$ cat src/rtl/em4100_encoder_param.sv
// EM4100 transponder encoder: builds the 64-bit frame from a 40-bit ID and
// serialises it Manchester- or biphase-coded, with repeat count, continuous mode and stop.
module em4100_encoder_param #(
    parameter int unsigned HALF_BIT_CLKS = 1,
    parameter int unsigned RPT_W         = 8
) (
    input  logic             clk,
    input  logic             rst,
    input  logic             tx,
    input  logic [39:0]      data,
    input  logic             mode,
    input  logic [RPT_W-1:0] rpt,
    input  logic             stop,
    output logic             q,
    output logic             busy,
    output logic             frame_start,
    output logic             done
);

    localparam int unsigned FRAME_BITS = 64;
    localparam int unsigned BIT_W      = 6;
    localparam int unsigned HC_W       = (HALF_BIT_CLKS > 1) ? $clog2(HALF_BIT_CLKS) : 1;
    localparam logic [HC_W-1:0]  HC_LAST  = HC_W'(HALF_BIT_CLKS - 1);
    localparam logic [BIT_W-1:0] BIT_LAST = BIT_W'(FRAME_BITS - 1);

    typedef enum logic {
        IDLE = 1'b0,
        SEND = 1'b1
    } state_t;

    // Frame layout, MSB sent first: header, 10 rows of nibble+parity, column parities, stop.
    function automatic logic [FRAME_BITS-1:0] build_frame(input logic [39:0] id);
        logic [FRAME_BITS-1:0] f;
        logic [3:0]            nib;
        logic [3:0]            col;
        f   = '0;
        col = '0;
        f[63:55] = 9'h1FF;
        for (int r = 0; r < 10; r++) begin
            nib = id[39-4*r -: 4];
            f[54-5*r -: 5] = {nib, ^nib};
            col = col ^ nib;
        end
        f[4:1] = col;
        f[0]   = 1'b0;
        return f;
    endfunction

    state_t                state, state_n;
    logic [FRAME_BITS-1:0] frame_r, frame_n;
    logic                  mode_r, mode_n;
    logic [RPT_W-1:0]      rpt_r, rpt_n;
    logic [RPT_W-1:0]      fcnt, fcnt_n;
    logic                  stop_seen, stop_seen_n;
    logic [BIT_W-1:0]      bit_idx, bit_idx_n;
    logic                  half, half_n;
    logic [HC_W-1:0]       hcnt, hcnt_n;
    logic                  bq, bq_n;
    logic                  q_n, busy_n, frame_start_n, done_n;

    logic [FRAME_BITS-1:0] acc_frame;
    logic [BIT_W-1:0]      bit_nx;
    logic                  cur_bit, nxt_bit, first_bit;
    logic [RPT_W-1:0]      fcnt_inc;
    logic                  half_end, frame_end, last_frame;

    assign acc_frame  = build_frame(data);
    assign bit_nx     = bit_idx + BIT_W'(1);
    assign cur_bit    = frame_r[~bit_idx];
    assign nxt_bit    = frame_r[~bit_nx];
    assign first_bit  = frame_r[FRAME_BITS-1];
    assign fcnt_inc   = fcnt + RPT_W'(1);
    assign half_end   = (hcnt == HC_LAST);
    assign frame_end  = half_end && half && (bit_idx == BIT_LAST);
    // A stop arriving on the very last cycle of a frame still ends the run there.
    assign last_frame = (rpt_r != '0) ? (fcnt_inc == rpt_r) : (stop_seen | stop);

    // State register
    always_ff @(posedge clk) begin
        if (rst) begin
            state <= IDLE;
        end else begin
            state <= state_n;
        end
    end

    // Next-state logic
    always_comb begin
        state_n = state;
        case (state)
            IDLE: if (tx) state_n = SEND;
            SEND: if (frame_end && last_frame) state_n = IDLE;
            default: state_n = IDLE;
        endcase
    end

    // Datapath and next output values; q is the biphase level bq when mode_r is set
    always_comb begin
        frame_n       = frame_r;
        mode_n        = mode_r;
        rpt_n         = rpt_r;
        fcnt_n        = fcnt;
        stop_seen_n   = stop_seen;
        bit_idx_n     = bit_idx;
        half_n        = half;
        hcnt_n        = hcnt;
        bq_n          = bq;
        q_n           = q;
        busy_n        = busy;
        frame_start_n = 1'b0;
        done_n        = 1'b0;

        case (state)
            IDLE: begin
                q_n         = 1'b0;
                busy_n      = 1'b0;
                bq_n        = 1'b0;
                stop_seen_n = 1'b0;
                if (tx) begin
                    frame_n       = acc_frame;
                    mode_n        = mode;
                    rpt_n         = rpt;
                    fcnt_n        = '0;
                    bit_idx_n     = '0;
                    half_n        = 1'b0;
                    hcnt_n        = '0;
                    bq_n          = ~bq;
                    q_n           = mode ? ~bq : acc_frame[FRAME_BITS-1];
                    busy_n        = 1'b1;
                    frame_start_n = 1'b1;
                end
            end

            SEND: begin
                busy_n      = 1'b1;
                stop_seen_n = stop_seen | stop;
                if (!half_end) begin
                    hcnt_n = hcnt + HC_W'(1);
                end else begin
                    hcnt_n = '0;
                    if (!half) begin
                        // Mid-bit: Manchester inverts, biphase inverts only for a 0
                        half_n = 1'b1;
                        bq_n   = cur_bit ? bq : ~bq;
                        q_n    = mode_r ? bq_n : ~cur_bit;
                    end else if (!frame_end) begin
                        half_n    = 1'b0;
                        bit_idx_n = bit_nx;
                        bq_n      = ~bq;
                        q_n       = mode_r ? ~bq : nxt_bit;
                    end else if (last_frame) begin
                        half_n    = 1'b0;
                        bit_idx_n = '0;
                        bq_n      = 1'b0;
                        q_n       = 1'b0;
                        busy_n    = 1'b0;
                        done_n    = 1'b1;
                    end else begin
                        // Back-to-back frame with no gap; biphase level carries over
                        fcnt_n        = fcnt_inc;
                        half_n        = 1'b0;
                        bit_idx_n     = '0;
                        bq_n          = ~bq;
                        q_n           = mode_r ? ~bq : first_bit;
                        frame_start_n = 1'b1;
                    end
                end
            end

            default: begin
                q_n    = 1'b0;
                busy_n = 1'b0;
                bq_n   = 1'b0;
            end
        endcase
    end

    // Datapath and output registers
    always_ff @(posedge clk) begin
        if (rst) begin
            frame_r     <= '0;
            mode_r      <= 1'b0;
            rpt_r       <= '0;
            fcnt        <= '0;
            stop_seen   <= 1'b0;
            bit_idx     <= '0;
            half        <= 1'b0;
            hcnt        <= '0;
            bq          <= 1'b0;
            q           <= 1'b0;
            busy        <= 1'b0;
            frame_start <= 1'b0;
            done        <= 1'b0;
        end else begin
            frame_r     <= frame_n;
            mode_r      <= mode_n;
            rpt_r       <= rpt_n;
            fcnt        <= fcnt_n;
            stop_seen   <= stop_seen_n;
            bit_idx     <= bit_idx_n;
            half        <= half_n;
            hcnt        <= hcnt_n;
            bq          <= bq_n;
            q           <= q_n;
            busy        <= busy_n;
            frame_start <= frame_start_n;
            done        <= done_n;
        end
    end

endmodule
$ cat config.mk
export PLATFORM = sky130hd
export DESIGN_NAME = em4100_encoder_param
export DESIGN_NICKNAME = d
export VERILOG_FILES = /design/src/rtl/em4100_encoder_param.sv
export SDC_FILE = /design/constraint.sdc
export NUM_CORES = 1
export LEC_CHECK = 0
export BUFFER_PORTS_ARGS = -buffer_cell sky130_fd_sc_hd__buf_4
export CAP_MARGIN = 30
export CORE_MARGIN = 5
export CORE_UTILIZATION = 63
export CTS_CLUSTER_SIZE = 16
export DETAILED_ROUTE_END_ITERATION = 8
export HOLD_SLACK_MARGIN = 0.06
export PLACE_DENSITY = 0.85
export SKIP_LAST_GASP = 1
export SLEW_MARGIN = 25
export SYNTH_ARGS = -nofsm -noshare
export SYNTH_HDL_FRONTEND = slang
export SYNTH_SLANG_ARGS = --single-unit
$ cat constraint.sdc
create_clock -name clk -period 5.8 [get_ports clk]
set_clock_uncertainty 0.1 [all_clocks]
set_input_delay 0.29 -clock clk [delete_from_list [all_inputs] [get_ports clk]]
set_output_delay 0.29 -clock clk [all_outputs]
set_load 0.01 [all_outputs]
==> flow_summary.json <==
{
  "crit_type": "register to register",
  "initial_utilization_pct": 65.5,
  "timing.rr.start": "bit_idx[1]$_SDFFE_PP0P_",
  "yosys.area.top_type_share_pct": 33.7,
  "period_needed_ns": 3.13,
  "vias": 4531,
  "pin_count": 57,
  "setup_viol": 0,
  "fp.coreArea_um2": 7810,
  "cts_tree": "yes",
  "wire_per_inst_um": 17.5,
  "synth_top_area_cell": "dfxtp_1",
  "grt_max_degree": 85,
  "drive_gt1_share_pct": 17.8,
  "io_buffers": 56,
  "synth_compound_area_share_pct": 14.8,
  "track_usage_pct": 26.7,
  "seq_area_frac_synth_pct": 33.7,
  "timing.final.crit_share_pct": 53.9,
  "dp_hpwl_um": 9200,
  "nNetsFinal": 685,
  "grt_pass1_vias": 4282,
  "synthSimpleGateAreaFrac_pct": 19.5,
  "layout_commonest_cell": "nand2_1",
  "floorplan.die_area_um2": 10000,
  "critical_path.top_delay_family": "flip-flops",
  "total_power_uw": 1400,
  "min_from": "rpt[4]",
  "dr.first_iter.drc_count": 303,
  "htreeDepth": 3,
  "synthDistinctLibCells": 61,
  "max_freq_mhz": 320,
  "reg2reg_depth": 8,
  "route.detailed.drc": 0,
  "ant_nets": 0,
  "cts.sink_count": 86,
  "worstPathArrival_ns": 3.26,
  "drv_slew": 0,
  "min_path_type": "input pin to register",
  "maxCapViolations": 0,
  "die_y_um": 100,
  "cts_buffers": 9,
  "worstPathRequired_ns": 5.94,
  "synth_seq_cells": 86,
  "die_w_um": 100,
  "synth-adder-area-share_pct": 0.489,
  "antenna_cells": 0,
  "syn_inst": 602,
  "vias_per_cell": 6.15,
  "clkTransAtPathRegs_ns": 0.09,
  "tns_ns": 0,
  "synthMuxAreaShare_pct": 13.3,
  "postCtsSetupBuffers": 0,
  "finalWirelength_um": 12900,
  "rsz0062_at_grt": "false",
  "synth_edf_count": 0,
  "leakage_uw": 0.00202,
  "ys_warn_count": 0,
  "cpPeakStageDelay_ns": 0.70,
  "most-common-layout-cells": "nand2_1 (118), dfxtp_1 (85), xnor2_1 (78)",
  "cts_resized": 0,
  "cp.depth": 8,
  "grt_pass1_wl_um": 21500,
  "hold_violations": 0,
  "synth_fp_nets": 657,
  "start_kind": "register",
  "dr.pass1.iters": 5,
  "final_util_pct": 73.3,
  "clock_latency_ns": 0.35,
  "yosys-top-cells-area": "dfxtp_1 (34%), xnor2_1 (13%), mux4_2 (9.7%)",
  "cts_hold_buf": 0,
  "min_path_cells": 3,
  "globalplace.congestion": 0.982,
  "rows": 32,
  "synth_top_family_by_area": "simple AND/OR/NAND/NOR gates",
  "status": "finished clean",
  "path_cells": "ha_1 -> nand3_1 -> xnor2_1 -> mux2_2 -> o311a_1 -> o21ai_0 -> and4_1 -> o32ai_1",
  "overflow": 0,
  "synth_flop_cell": "dfxtp_1",
  "critPathCaptureType": "register",
  "async_flop_share_pct": 0,
  "cp_slowest_cell": "dfxtp_2",
  "clockBufferDepth": 2,
  "antenna_found_initial": 0,
  "path_max_fanout": 26,
  "tightest_slew_ns": 0.873,
  "p_per_area_nw_per_um2": 244,
  "critPathLaunch": "bit_idx[1]$_SDFFE_PP0P_",
  "netlist_area_um2": 5110,
  "cts_root_buffer": "clkbuf_8",
  "timing.critical_path.buf_inv": 0,
  "vdd_ir_drop_max_mv": 0.163,
  "syn_avg_cell_area_um2": 8.50,
  "area_growth_pct": 11.9,
  "relSlewSlack_pct": 41.8,
  "synth-xor-area-share_pct": 13.9
}
==> through the flow <==
stage	hold slack [ns]	instances	instance area, um2	setup slack [ns]
2_1_floorplan	0.326	602	5110	3.28
3_3_place_gp	0.359	721	5510	2.48
3_5_place_dp	0.363	721	5510	2.40
4_1_cts	0.0710	737	5720	2.38
5_1_grt	0.0698	737	5720	2.54
6_report	0.0799	737	5720	2.67
==> flip-flops by register name, summed over array words and instances (netlist names) <==
signal	count
frame_r	55
fcnt	8
rpt_r	8
bit_idx	6
bq	1
busy	1
done	1
frame_start	1
half	1
mode_r	1
q	1
state	1
stop_seen	1
==> worst register-to-register path, cell delays in order (launching register included) <==
cell and delay (ns):
dfxtp_2 0.70, ha_1 0.47, nand3_1 0.24, xnor2_1 0.46, mux2_2 0.38, o311a_1 0.27, o21ai_0 0.07, and4_1 0.25
o32ai_1 0.08
==> metal layers <==
layer  track usage, %  wire length [um]  vias to the layer above
met5                0                 0                        -
met4             8.08               271                        0
met3             4.79               878                       22
met2             42.7              6090                      176
met1             37.0              5640                     2165
li1                 -                 -                     2168
==> final cells by class <==
type | instances | area (um2)
fillers | 596 | 2090
flip-flops and latches | 86 | 1720
clock inverters | 5 | 83.8
multi-input cells | 467 | 3180
well taps | 102 | 128
inverters | 5 | 18.8
repair buffers | 61 | 458
clock buffers | 11 | 131
==> synth_stat cells, types with 4 or more instances <==
cell type	instances
clkbuf_1	25
nand3_1	18
mux4_2	22
or3_1	4
dfxtp_1	86
buf_4	7
a21oi_1	62
nor3b_1	4
a31oi_1	9
o21ai_0	13
nand2b_1	5
a211oi_1	15
nand2_1	118
mux2i_1	13
buf_2	5
nor2b_1	4
mux2_2	5
buf_1	6
nor2_1	37
nor3_1	9
xnor2_1	78
==> path summary, 6_finish.rpt <==
kind	end	slack, ns
worst min register to register	frame_r[34]$_SDFFE_PP0P_	0.38
worst min-delay path	rpt_r[4]$_SDFFE_PP0P_	0.08
worst max register to register	q$_SDFF_PP0_	2.67
worst max-delay path	q$_SDFF_PP0_	2.67
==> cells by family after synthesis <==
group / count (synthesis)
XOR/XNOR: 81
AO/OA/AOI/OAI: 123
adder cells (fa/ha/maj): 2
flip-flops: 86
AND/OR/NAND/NOR: 221
buffers and inverters: 49
multiplexers: 40
==> report_power, final <==
group          switching [uW]  leakage (uW)  internal [uW]  total (uW)
clock network             218     0.0000998            244         462
registers                33.8      0.000706            627         661
logic                     140       0.00122            134         274
Power figures use the tool's default switching activity.
